$ cat config.mk
export PLATFORM = sky130hd
export DESIGN_NAME = day10_press_solver
export DESIGN_NICKNAME = d
export VERILOG_FILES = /design/src/rtl/day10_pkg.sv /design/src/rtl/day10_ctz.sv /design/src/rtl/day10_press_solver.sv
export SDC_FILE = /design/constraint.sdc
export NUM_CORES = 1
export LEC_CHECK = 0
export BUFFER_PORTS_ARGS = -buffer_cell sky130_fd_sc_hd__buf_2
export CORE_ASPECT_RATIO = 0.5
export CORE_MARGIN = 2
export CORE_UTILIZATION = 41
export CTS_CLUSTER_SIZE = 25
export DETAILED_ROUTE_END_ITERATION = 10
export SLEW_MARGIN = 20
export SYNTH_ARGS = -nofsm -noshare
export SYNTH_HDL_FRONTEND = slang
export SYNTH_SLANG_ARGS = --single-unit
$ cat constraint.sdc
create_clock -name clk -period 18.95 [get_ports clk]
set_input_delay 0.9475 -clock clk [delete_from_list [all_inputs] [get_ports clk]]
set_output_delay 0.9475 -clock clk [all_outputs]
set_load 0.005 [all_outputs]
$ cat src/rtl/day10_pkg.sv
// Shared types and constants for the day-10 minimum-press solver.
package day10_pkg;

    // Solver control states.
    typedef enum logic [1:0] {
        ST_IDLE   = 2'd0,
        ST_SEARCH = 2'd1,
        ST_COMMIT = 2'd2,
        ST_DONE   = 2'd3
    } state_e;

    localparam int DEF_MAX_LIGHTS  = 16;
    localparam int DEF_MAX_BUTTONS = 16;

    // Width that can hold any count from 0 up to max_buttons inclusive.
    function automatic int nw_of(input int max_buttons);
        return $clog2(max_buttons + 1);
    endfunction

    localparam int DEF_NW = nw_of(DEF_MAX_BUTTONS);

    // "No solution found yet" marker: all ones in an NW-bit field, always
    // larger than any real press count.
    localparam logic [DEF_NW-1:0] SENTINEL = '1;

endpackage

$ cat src/rtl/day10_ctz.sv
// Count-trailing-zeros / lowest-set-bit priority encoder.
// Returns the index of the lowest set bit of i_vec; an all-zero input
// yields 0 (the solver never presents zero).
module day10_ctz
    import day10_pkg::*;
#(
    parameter int W = DEF_MAX_BUTTONS,
    localparam int OW = nw_of(W)
)(
    input  logic [W-1:0]  i_vec,
    output logic [OW-1:0] o_idx
);

    // Scan from the top so the lowest set bit wins.
    always_comb begin
        o_idx = '0;
        for (int i = W - 1; i >= 0; i--) begin
            if (i_vec[i]) begin
                o_idx = OW'(i);
            end
        end
    end

endmodule

$ cat src/rtl/day10_press_solver.sv
// Streaming GF(2) minimum-press solver. One machine per accepted beat;
// every button subset is visited in Gray-code order so each step toggles
// exactly one button, and the smallest matching subset weight is added to
// a running total.
// Optional build macro: DAY10_RESULT_STREAM_EN adds a per-machine result
// pulse (res_valid / res_presses / res_solved).
module day10_press_solver
    import day10_pkg::*;
#(
    parameter int MAX_LIGHTS  = DEF_MAX_LIGHTS,
    parameter int MAX_BUTTONS = DEF_MAX_BUTTONS,
    parameter int SUM_W       = 64,
    localparam int NW         = nw_of(MAX_BUTTONS)
)(
    input  logic                            clk,
    input  logic                            rst,
    input  logic                            in_valid,
    output logic                            in_ready,
    input  logic                            in_last,
    input  logic [MAX_LIGHTS-1:0]           in_target,
    input  logic [NW-1:0]                   in_btn_count,
    input  logic [MAX_BUTTONS*MAX_LIGHTS-1:0] in_btn_masks,
    output logic [SUM_W-1:0]                total_presses,
    output logic [15:0]                     unsolved_count,
    output logic                            done
`ifdef DAY10_RESULT_STREAM_EN
    ,
    output logic                            res_valid,
    output logic [NW-1:0]                   res_presses,
    output logic                            res_solved
`endif
);

    // Mask table is padded to the full index range of the ctz output so
    // the lookup never needs a range check.
    localparam int TBL_DEPTH = 1 << NW;
    localparam logic [NW-1:0]          LOCAL_SENTINEL = '1;
    localparam logic [NW-1:0]          NW_ONE   = {{(NW-1){1'b0}}, 1'b1};
    localparam logic [MAX_BUTTONS-1:0] K_ONE    = {{(MAX_BUTTONS-1){1'b0}}, 1'b1};
    localparam logic [MAX_BUTTONS:0]   SPAN_ONE = {{MAX_BUTTONS{1'b0}}, 1'b1};

    state_e                          r_state;
    logic [MAX_LIGHTS-1:0]           r_target;
    logic [MAX_LIGHTS-1:0]           r_cur;
    logic [MAX_BUTTONS*MAX_LIGHTS-1:0] r_masks;
    logic [NW-1:0]                   r_n;
    logic [NW-1:0]                   r_weight;
    logic [NW-1:0]                   r_best;
    logic                            r_last;
    logic                            r_done;
    logic [MAX_BUTTONS-1:0]          r_gray;
    logic [MAX_BUTTONS-1:0]          r_k;
    logic [SUM_W-1:0]                r_total;
    logic [15:0]                     r_unsolved;

    logic [MAX_LIGHTS-1:0]           w_mask_tbl [0:TBL_DEPTH-1];
    logic [NW-1:0]                   w_idx;
    logic [MAX_LIGHTS-1:0]           w_sel_mask;
    logic [MAX_BUTTONS-1:0]          w_low_bit;
    logic                            w_was_set;
    logic [NW-1:0]                   w_weight_next;
    logic [MAX_LIGHTS-1:0]           w_cur_next;
    logic [MAX_BUTTONS:0]            w_span;
    logic                            w_k_last;
    logic                            w_hit;

    // Unpack the latched masks; slots beyond MAX_BUTTONS read as zero.
    genvar gi;
    generate
        for (gi = 0; gi < TBL_DEPTH; gi++) begin : g_mask_tbl
            if (gi < MAX_BUTTONS) begin : g_real
                assign w_mask_tbl[gi] = r_masks[gi*MAX_LIGHTS +: MAX_LIGHTS];
            end else begin : g_pad
                assign w_mask_tbl[gi] = '0;
            end
        end
    endgenerate

    // Gray-code step k toggles button ctz(k).
    day10_ctz #(
        .W (MAX_BUTTONS)
    ) u_ctz (
        .i_vec (r_k),
        .o_idx (w_idx)
    );

    assign w_sel_mask    = w_mask_tbl[w_idx];
    assign w_low_bit     = r_k & (~r_k + K_ONE);
    assign w_was_set     = |(r_gray & w_low_bit);
    assign w_weight_next = w_was_set ? (r_weight - NW_ONE) : (r_weight + NW_ONE);
    assign w_cur_next    = r_cur ^ w_sel_mask;
    // Final step is k == 2^N - 1; computed one bit wider so N == MAX_BUTTONS fits.
    assign w_span        = (SPAN_ONE << r_n) - SPAN_ONE;
    assign w_k_last      = ({1'b0, r_k} == w_span);
    assign w_hit         = (w_cur_next == r_target) && (w_weight_next < r_best);

    // Ready is forced low while reset is held so no beat is taken in reset.
    assign in_ready       = (r_state == ST_IDLE) && !rst;
    assign total_presses  = r_total;
    assign unsolved_count = r_unsolved;
    assign done           = r_done;

    // Accept, Gray-code search, commit and terminal hold.
    always_ff @(posedge clk or posedge rst) begin
        if (rst) begin
            r_state    <= ST_IDLE;
            r_target   <= '0;
            r_cur      <= '0;
            r_masks    <= '0;
            r_n        <= '0;
            r_weight   <= '0;
            r_best     <= '0;
            r_last     <= 1'b0;
            r_done     <= 1'b0;
            r_gray     <= '0;
            r_k        <= '0;
            r_total    <= '0;
            r_unsolved <= '0;
        end else begin
            case (r_state)
                ST_IDLE: begin
                    if (in_valid) begin
                        r_target <= in_target;
                        r_masks  <= in_btn_masks;
                        r_n      <= in_btn_count;
                        r_last   <= in_last;
                        r_cur    <= '0;
                        r_gray   <= '0;
                        r_weight <= '0;
                        r_k      <= K_ONE;
                        // The empty subset already solves an all-off target.
                        r_best   <= (in_target == '0) ? '0 : LOCAL_SENTINEL;
                        r_state  <= (in_btn_count == '0) ? ST_COMMIT : ST_SEARCH;
                    end
                end
                ST_SEARCH: begin
                    r_cur    <= w_cur_next;
                    r_gray   <= r_gray ^ w_low_bit;
                    r_weight <= w_weight_next;
                    if (w_hit) begin
                        r_best <= w_weight_next;
                    end
                    if (w_k_last) begin
                        r_state <= ST_COMMIT;
                    end else begin
                        r_k <= r_k + K_ONE;
                    end
                end
                ST_COMMIT: begin
                    if (r_best != LOCAL_SENTINEL) begin
                        r_total <= r_total + {{(SUM_W-NW){1'b0}}, r_best};
                    end else if (r_unsolved != 16'hFFFF) begin
                        r_unsolved <= r_unsolved + 16'd1;
                    end
                    if (r_last) begin
                        r_state <= ST_DONE;
                        r_done  <= 1'b1;
                    end else begin
                        r_state <= ST_IDLE;
                    end
                end
                ST_DONE: begin
                    r_state <= ST_DONE;
                end
                default: begin
                    r_state <= ST_IDLE;
                end
            endcase
        end
    end

`ifdef DAY10_RESULT_STREAM_EN
    // One-cycle result pulse while the machine is being committed.
    always_comb begin
        res_valid   = (r_state == ST_COMMIT);
        res_presses = res_valid ? r_best : '0;
        res_solved  = res_valid && (r_best != LOCAL_SENTINEL);
    end
`endif

endmodule

==> results.md, run 1 <==
* Status: completed
* I/O Pins at 363
* Clk slew on worst S/H paths at 0.07 ns
* Netlist cell types at 77
* Measured slew at the worst slew-check pin at 1.049 ns
* Fillers at 5150
* F_max at 0.1669 GHz
* Final setup violation count at 0
* Crit share post-route at 0.3162
* Worst VDD drop at 0.07420 mV
* Final WS setup at 12.96 ns
* Kind of critical path: flop to flop
* RSZ-0062 raised after global routing: no
* Via Count at 19.08k
* Net Sw Power at 1.726 mW
* Commonest non-fill, non-tap cell in the layout: nand2_1
* Vias in the first global route at 18.14k
* Power Total at 4.169 mW
* CTS buffer count at 41
* Leak at 12.93 nW
* Most area-hungry cell type in the Yosys netlist: dfrtp_1
* Detail Placement HPWL at 47160 um
* Total GRT Usage at 0.2364
* Largest net degree at the start of global routing at 222
* Combinational share of power at 0.418
* Synth-to-Final Area Change at 17.39%
* Worst Path Arrival at 6.48 ns
* Fin. Hold Viols at 0
* Max_cap viols at 0
* Routed len/inst at 18.86 um
* Routed Antenna Nets at 0
* Synth Net Count at 2860
* Port buffer count at 362
* Synth area leaders: dfrtp_1 (47%), nand2_1 (17%), xnor2_1 (4.1%)
* Clk pwr share at 0.218
* CP required at 19.44 ns
* Hold_buf cts at 0
* Hold Crit Class: flop to flop
* Setup WS pre-CTS at 13.00 ns
* DR iter-0 viols at 1547
* Row count at 60
* Setup TNS at 0 ns
* Final Routed Wirelength at 67040 um
* Sw Ratio at 0.4141
* CTS Buffer Depth at 3
* Clock Sinks at 419
* First-pass iteration count of the detailed router at 5
* Setup bufs post-CTS at 0
* Slew margin rel. at 0.3004
* YS warnings at 0
* Most used DFF post-synth: dfrtp_1
* Core area at 53450 um^2
* Vias per cell at 5.368
* Most frequent cells in the layout: nand2_1 (1023), dfrtp_1 (419), buf_2 (362), xnor2_1 (104), nand3_1 (85)
* DRC at 0
* CTS tree: built
* Seq/Total Area, Yosys at 0.4747
* Share of cells above drive strength 1 at 0.1830
* Post-CTS Resized at 0
* Die Area at 55860 um^2
* Part of the power in registers at 0.364
* Worst skew pair latency at 0.59 ns
* Post-synth EDFFs at 0
* Period minus WS final at 5.991 ns
* Synthesized area at 22090 um^2
* Initial Util at 0.4132
* Gr ovfl total at 0
* Clock skew at 0.03916 ns
* Clk root buf: clkbuf_16
* Die Height at 168.1 um
* Endpoint class of the critical path: flop
* Final Max Tran Viols at 0
* H-Tree Depth at 2
* Initial antenna violation count at 1
* Ys async rst share at 1.000
* Yosys reg bits at 419
* Avg Inst Size Synth at 8.683 um^2
* Cell internal pwr at 2.442 mW
* Mapped Cells at 2544
* Power Dens Cells at 160.8 nW/um^2
* Diode count at 0
* Post-synth top area share at 0.4747
* Final net count at 3126
* Global-route wire length before repair at 104800 um
* Crit path max fanout at 41
* Type of origin of the critical path: flop
* Die extent in x at 332.3 um
* Final Wtd Congestion at 0.8747
worst max-delay path, stage by stage (launching register included):
cell and delay, ns:
dfrtp_1 0.32, buf_4 0.41, inv_1 0.15, ha_1 0.26, and3_1 0.18, and2_1 0.17
ha_1 0.18, nor4_1 0.35, nand4_1 0.35, fa_1 0.51, a21o_1 0.17, a21oi_1 0.17
xor2_1 0.19, xnor2_1 0.18, ha_1 0.27, o21ai_0 0.07, nand2_1 0.10, a41oi_1 0.23
o31ai_1 0.11, or4_1 0.40, or4_1 0.51, or3_4 0.38, a32oi_1 0.23
path summary, 6_finish.rpt:
kind                       startpoint           end  slack, ns  cells after the start
max in group asynchronous         rst  r_masks[128]      15.96                      4
min                              done          done       0.45                      1
min reg2reg                      done          done       0.45                      1
max                            r_k[0]     r_best[1]      12.96                     22
min in group asynchronous         rst          done       0.51                      2
max reg2reg                    r_k[0]     r_best[1]      12.96                     22
cell usage after synthesis, types with 33 or more instances:
master    number
and3_1        34
mux2i_1       53
dfrtp_1      419
o21ai_0       60
clkbuf_1     132
nand4_1       50
xnor2_1      104
nand2_1     1024
xor2_1        41
ha_1          33
a31oi_1       37
nand3_1       85
nor2_1        84
power by group through the flow:
| stage | sequential (mW) | combinational (mW) | clock, mW |
|---|---|---|---|
| 6_report | 1.52 | 1.74 | 0.907 |
| 5_1_grt | 1.55 | 1.95 | 0.965 |
| 4_1_cts | 1.51 | 1.74 | 0.929 |
| 3_5_place_dp | 1.52 | 1.73 | 0 |
| 3_3_place_gp | 1.52 | 1.70 | 0 |
| 2_1_floorplan | 1.40 | 1.32 | 0 |
cells by family after synthesis:
logic type               Yosys count  synth area share
multiplexers                      94           0.05732
AND/OR/NAND/NOR                 1379            0.2628
adder cells (fa/ha/maj)           35           0.02051
XOR/XNOR                         145           0.05749
buffers and inverters            194           0.03518
flip-flops                       419            0.4747
AO/OA/AOI/OAI                    278           0.09205
per-layer routing:
layer | up-vias | routed length, um | track usage | share of wire
met1 | 9351 | 30190 | 0.3342 | 0.45
met3 | 92 | 3643 | 0.03340 | 0.054
met2 | 509 | 31750 | 0.3862 | 0.47
met4 | 0 | 1461 | 0.05534 | 0.022
met5 | - | 0 | 0 | 0
li1 | 9127 | - | - | -
cell type report:
type / count / area (um^2) / area share
inverters: 27 / 108.9 / 0.004198
multi-input cells: 1931 / 10920 / 0.4211
repair buffers: 390 / 2038 / 0.07860
clock inverters: 17 / 289.0 / 0.01115
flip-flops and latches: 419 / 10490 / 0.4044
clock buffers: 57 / 1197 / 0.04618
well taps: 713 / 892.1 / 0.03440
state kept, by name (all words and copies together), names as in the netlist:
signal and flops:
r_masks 256, total_presses 64, r_cur 16, r_gray 16, r_k 16, r_target 16, unsolved_count 16, r_best 5
r_n 5, r_weight 5, r_state 2, done 1, r_last 1
stage by stage:
step | hold slack (ns) | instances | utilization | cell area (um^2)
3_5_place_dp | 0.4414 | 3480 | 0.4572 | 24440
3_3_place_gp | 0.4367 | 3480 | 0.4572 | 24440
4_1_cts | 0.4568 | 3554 | 0.4850 | 25930
5_1_grt | 0.4628 | 3554 | 0.4851 | 25930
2_1_floorplan | 0.4374 | 2544 | - | 22090
6_report | 0.4512 | 3554 | 0.4851 | 25930
Power figures use the tool's default switching activity.
==> run 2, diff against run 1 <==
clock period = 4.83 ns   (was 18.95 ns; I/O delays follow)
==> results.md, run 2 (same netlist as run 1, synthesis figures left out) <==
* Final Max Tran Viols at 0 (unchanged)
* Commonest non-fill, non-tap cell in the layout: nand2_1
* Power Total at 16.84 mW (+300%)
* Initial Util at 0.4132 (unchanged)
* Slew margin rel. at 0.3699 (+0.06953)
* Die extent in x at 332.3 um (unchanged)
* Worst VDD drop at 0.3048 mV (+310%)
* Gr ovfl total at 0 (unchanged)
* Clk slew on worst S/H paths at 0.07 ns (about the same)
* DRC at 0 (unchanged)
* Hold Crit Class: input port to flop
* Clock Sinks at 419 (unchanged)
* Die Area at 55860 um^2 (unchanged)
* Setup WS pre-CTS at -0.4202 ns (-13.42 ns)
* Power Dens Cells at 572.5 nW/um^2 (+260%)
* Period minus WS final at 5.074 ns (-0.9166 ns)
* Core area at 53450 um^2 (unchanged)
* CP required at 5.31 ns (-14.13 ns)
* CTS Buffer Depth at 3 (unchanged)
* Die Height at 168.1 um (unchanged)
* H-Tree Depth at 2 (unchanged)
* Final setup violation count at 5 (+5)
* Worst skew pair latency at 0.56 ns (-0.03 ns)
* CP bufs+invs at 2 (unchanged)
* Share of cells above drive strength 1 at 0.1953 (+0.01227)
* Via Count at 21.08k (+10%)
* Crit share post-route at 1.051 (+0.7345)
* CP max-delay cell: or4_1
* Final net count at 3485 (+11%)
* Fillers at 4792 (-7.0%)
* Detail Placement HPWL at 49690 um (+5.4%)
* Global-route wire length before repair at 115700 um (+10%)
* F_max at 0.1971 GHz (+18%)
* CTS tree: built
* First-pass iteration count of the detailed router at 5 (unchanged)
* Final WS setup at -0.2445 ns (-13.20 ns)
* Vias in the first global route at 20.63k (+14%)
* Initial antenna violation count at 4 (+3)
* Row count at 60 (unchanged)
* Routed len/inst at 19.14 um (+1.4%)
* Port buffer count at 362 (unchanged)
* I/O Pins at 363 (unchanged)
* Endpoint class of the critical path: flop
* Type of origin of the critical path: flop
* Routed Antenna Nets at 0 (unchanged)
* R2R Setup Slk at -0.24 ns (-13.20 ns)
* Clk root buf: clkbuf_16
* Max_cap viols at 0 (unchanged)
* Register area at 10490 um^2 (about the same)
* Final Routed Wirelength at 74880 um (+12%)
* Failing checks: setup timing
* Total GRT Usage at 0.2617 (+0.02530)
* RSZ-0062 raised after global routing: yes
* Multi-input logic area at 11100 um^2 (+1.7%)
* Design Area, Final at 29420 um^2 (+13%)
* Fin. Hold Viols at 0 (unchanged)
* Worst Path Arrival at 5.55 ns (-0.93 ns)
* Status: finished with violations
* Critical path's top delay family: simple AND/OR/NAND/NOR gates
* Leak at 14.45 nW (+12%)
* Critical Path Max Stage Delay at 0.52 ns (about the same)
* Measured slew at the worst slew-check pin at 0.9451 ns (-0.1043 ns)
* Synth-to-Final Area Change at 33.20%
* Most frequent cells in the layout: nand2_1 (1022), dfrtp_1 (417), buf_2 (362), dlygate4sd3_1 (279), xnor2_1 (104)
* Vias per cell at 5.386 (+0.33%)
* Largest net degree at the start of global routing at 187 (-16%)
* Max reg flops at 256 (unchanged)
* Final Wtd Congestion at 0.9062 (+3.6%)
* Kind of critical path: flop to flop
* Clock skew at 0.01876 ns (-0.02040 ns)
* DP Area at 25150 um^2 (+2.9%)
* Largest register by flop count: r_masks
* CTS buffer count at 42 (+2.4%)
* Cell breakdown of the critical path: inv_4 > ha_4 > and3_4 > and2_4 > ha_4 > nor4_4 > nand4_1 > buf_4 > fa_2 > a21o_1 > a21oi_2 > xor2_1 > xnor2_1 > ha_1 > o21ai_1 > nand2_1 > a41oi_2 > o31ai_1 > or4_1 > or4_1 > or3_4 > a32oi_1
* DR iter-0 viols at 1851 (+20%)
* Crit path max fanout at 5 (-88%)
-- run 2: layout make-up --
cell class,instances,area share
Antenna cell,5,0.0004252
Clock buffer,55,0.04010
Clock inverter,15,0.004125
Inverter,27,0.003657
Multi-Input combinational cell,1931,0.3773
Sequential cell,419,0.3564
Tap cell,713,0.03032
Timing Repair Buffer,748,0.1876
-- run 2: timing repair --
item,4_1_cts,5_1_grt
pin swaps,6,5
gates resized for setup,18,5
endpoints found under the hold margin,314,0
hold buffers,279,0
buffers inserted,3,3
setup endpoints to repair,5,5
-- run 2: per-layer routing --
metal | GRT usage | up-vias | share of wire
li1 | - | 9851 | -
met5 | 0 | - | 0
met2 | 0.4100 | 779 | 0.45
met3 | 0.04953 | 193 | 0.062
met4 | 0.1067 | 0 | 0.041
met1 | 0.3592 | 10253 | 0.44
-- run 2: metrics by stage --
stage / utilization / hold WS [ns] / TNS (ns) / std cells
floorplan: - / 0.3469 / -446.21 / 2544
global placement: 0.4705 / 0.4350 / -1.618 / 3553
detailed placement: 0.4705 / 0.4334 / -2.008 / 3553
CTS: 0.5493 / 0.07380 / -1.078 / 3905
global route: 0.5505 / 0.1131 / -2.301 / 3913
finish: 0.5505 / 0.1025 / -1.194 / 3913
-- run 2: worst paths after layout --
check | from | endpoint | depth (start not counted)
min reg2reg | done | done | 1
max | r_k[1] | r_best[1] | 22
max in group asynchronous | rst | r_masks[113] | 4
max reg2reg | r_k[1] | r_best[1] | 22
min in group asynchronous | rst | total_presses[47] | 3
min | in_valid | r_state[1] | 5
-- run 2: worst min-delay path, delay by kind of cell --
family | cells | cell delay, ns
AO/OA/AOI/OAI | 1 | 0.04
AND/OR/NAND/NOR | 3 | 0.22
buffers and inverters | 1 | 0.13
-- run 2: report_power, final --
part	internal [mW]	switching (mW)	leakage [nW]
sequential	4.81	1.07	5.37
clock	1.77	1.46	0.638
combinational	3.22	4.50	8.44
==> run 3, diff against run 2 <==
==> constraint.sdc (replaced) <==
create_clock -name clk -period 4.83 [get_ports clk]
set_input_delay 0.7245 -clock clk [delete_from_list [all_inputs] [get_ports clk]]
set_output_delay 0.7245 -clock clk [all_outputs]
set_load 0.005 [all_outputs]
==> results.md, run 3 (same netlist as run 1, synthesis figures left out) <==
* Final Max Tran Viols at 0 (unchanged)
* Commonest non-fill, non-tap cell in the layout: nand2_1
* Routed Antenna Nets at 0 (unchanged)
* RSZ-0062 raised after global routing: yes
* Critical path's top delay family: simple AND/OR/NAND/NOR gates
* Dpl cells at 3554 (+0.028%)
* Die extent in x at 332.3 um (unchanged)
* Routed len/inst at 19.22 um (+0.42%)
* CP max-delay cell: or4_4
* Most frequent cells in the layout: nand2_1 (1022), dfrtp_1 (417), buf_2 (362), xnor2_1 (104), buf_4 (96)
* Worst VDD drop at 0.2887 mV (-5.3%)
* Initial Util at 0.4132 (unchanged)
* CP bufs+invs at 1 (-1)
* Row count at 60 (unchanged)
* Die Height at 168.1 um (unchanged)
* Part of the power in registers at 0.349 (about the same)
* Port buffer count at 362 (unchanged)
* First-pass iteration count of the detailed router at 5 (unchanged)
* Period minus WS final at 5.081 ns (+0.006080 ns)
* Die Area at 55860 um^2 (unchanged)
* Final hold slack at 0.3015 ns (+0.1990 ns)
* DRC at 0 (unchanged)
* CTS buffer count at 41 (-2.4%)
* Fin util at 0.5005 (-0.04995)
* Final setup violation count at 5 (unchanged)
* Fin. Hold Viols at 0 (unchanged)
* F_max at 0.1968 GHz (-0.12%)
* CP required at 5.30 ns (about the same)
* Critical Path Max Stage Delay at 0.57 ns (+0.05 ns)
* Status: finished with violations
* Detail Placement HPWL at 49700 um (about the same)
* Failing checks: setup timing
* Clk pwr share at 0.207 (+0.015)
* Initial antenna violation count at 2 (-2)
* R2R Setup Slk at -0.25 ns (about the same)
* Hold_buf cts at 0 (-100%)
* Total GRT Usage at 0.2477 (-0.01397)
* Clk slew on worst S/H paths at 0.07 ns (about the same)
* Reg2reg path depth at 20 (-9.1%)
* Largest net degree at the start of global routing at 164 (-12%)
* Via Count at 19.54k (-7.3%)
* Global-route wire length before repair at 109600 um (-5.2%)
* Synth-to-Final Area Change at 21.12%
* Slew margin rel. at 0.4258 (+0.05583)
* Net Sw Power at 6.930 mW (-1.5%)
* Final WS setup at -0.2506 ns (-0.006080 ns)
* Worst skew pair latency at 0.57 ns (about the same)
* Vias per cell at 5.376 (-0.18%)
* Final net count at 3205 (-8.0%)
* Cell breakdown of the critical path: or4_4 > nor3_4 > and4b_1 > ha_2 > nor4_4 > nand4_1 > buf_6 > fa_2 > ha_4 > a21boi_1 > o21a_1 > o21a_1 > o21ai_1 > nand2_1 > a41oi_2 > o31ai_1 > or4_1 > or4_1 > or3_4 > a32oi_1
* Measured slew at the worst slew-check pin at 0.8613 ns (-0.08375 ns)
* Final Wtd Congestion at 0.8821 (-2.7%)
* DR iter-0 viols at 1809 (-2.3%)
* Leak at 13.35 nW (-7.6%)
* I/O Pins at 363 (unchanged)
* Type of origin of the critical path: flop
* Vias in the first global route at 18.76k (-9.0%)
* Reg2reg end: r_best[3]
* Clk root buf: clkbuf_16
* Fillers at 5071 (+5.8%)
* Power Dens Cells at 630.9 nW/um^2 (+10%)
* Combinational share of power at 0.444 (-0.015)
* CTS tree: built
* Kind of critical path: flop to flop
* Reg2reg start: r_k[11]
* Clock Sinks at 419 (unchanged)
* Worst Path Arrival at 5.55 ns (about the same)
* Share of cells above drive strength 1 at 0.2141 (+0.01881)
* Final Routed Wirelength at 69830 um (-6.7%)
* WP depth at 20 (-9.1%)
* Final Non-Filler Cells at 3634 (-7.1%)
* CTS Buffer Depth at 3 (unchanged)
* Hold Crit Class: input port to asynchronous set/reset pin
* Endpoint class of the critical path: flop
* Clock skew at 0.02048 ns (+0.001727 ns)
* Max_cap viols at 0 (unchanged)
* H-Tree Depth at 2 (unchanged)
* Crit path max fanout at 5 (unchanged)
* Largest register by flop count: r_masks
* Max reg flops at 256 (unchanged)
* Gr ovfl total at 0 (unchanged)
* Core area at 53450 um^2 (unchanged)
* Crit share post-route at 1.052 (+0.001259)
* Cell internal pwr at 9.948 mW (+1.4%)
* Sw Ratio at 0.4106 (-0.007196)
## run 3: changes by cell type in the layout (fill, tap and decap cells not counted), moves of 2 or more
cell | before | now
clkbuf_8 | 8 | 4
bufinv_16 | 1 | 7
buf_6 | 0 | 2
buf_4 | 98 | 96
dlygate4sd3_1 | 279 | 0
diode_2 | 5 | 2
nor4_2 | 2 | 5
clkinvlp_4 | 5 | 2
clkbuf_1 | 5 | 8
nor4_1 | 11 | 9
## run 3: area by class of cell
cell class / instances / area [um^2] / area share
multi-input combinational: 1931 / 11100 / 0.4147
sequential: 419 / 10490 / 0.3920
timing repair buffer: 469 / 2735 / 0.1022
clock buffer: 54 / 1136 / 0.04247
tap: 713 / 892.1 / 0.03335
clock inverter: 19 / 294.0 / 0.01099
inverter: 27 / 107.6 / 0.004022
antenna: 2 / 5.005 / 0.0001871
## run 3: worst register-to-register path, cell delays in order, from the launching register on
cell      delay, ns
dfrtp_1        0.38
or4_4          0.57
nor3_4         0.22
and4b_1        0.22
ha_2           0.19
nor4_4         0.05
nand4_1        0.09
buf_6          0.12
fa_2           0.46
ha_4           0.22
a21boi_1       0.12
o21a_1         0.17
o21a_1         0.16
o21ai_1        0.11
nand2_1        0.11
a41oi_2        0.18
o31ai_1        0.09
or4_1          0.39
or4_1          0.54
or3_4          0.39
a32oi_1        0.21
## run 3: metrics by stage
step	worst slack (ns)	power [mW]	setup TNS, ns	area (um^2)
final	-0.2506	16.88	-1.143	26750
after global placement	-0.3424	13.16	-1.606	25170
after global routing	-0.4929	18.11	-2.406	26750
after floorplan	-1.546	10.73	-648.59	22280
after detailed placement	-0.4414	13.24	-2.137	25170
after CTS	-0.2624	16.88	-1.190	26710
## run 3: worst max path at each step
| stage | to | slack, ns | startpoint |
|---|---|---|---|
| detailed placement | r_best[3] | -0.44 | r_k[1] |
| global placement | r_best[1] | -0.34 | r_k[0] |
| floorplan | done | -1.55 | rst |
| finish | r_best[3] | -0.25 | r_k[11] |
| global route | r_best[3] | -0.49 | r_k[11] |
| CTS | r_best[3] | -0.26 | r_k[8] |
## run 3: per-layer routing
metal,wire [um],vias to the layer above,global-route usage
li1,-,9281,-
met1,32420,9606,0.3629
met2,31740,560,0.3868
met3,4073,91,0.03766
met4,1599,0,0.05929
met5,0,-,0
## run 3: power by group through the flow
stage | Combinational [mW] | Clock, mW | Sequential (mW)
2_1_floorplan | 5.25 | 0 | 5.49
3_3_place_gp | 7.27 | 0 | 5.89
3_5_place_dp | 7.34 | 0 | 5.91
4_1_cts | 7.45 | 3.57 | 5.86
5_1_grt | 8.37 | 3.71 | 6.03
6_report | 7.49 | 3.50 | 5.89
## run 3: timing repair
action	4_1_cts	5_1_grt
endpoints found under the setup margin	5	5
cloned	0	0
pin swaps	15	15
setup buffers	5	0
resized for setup	15	6
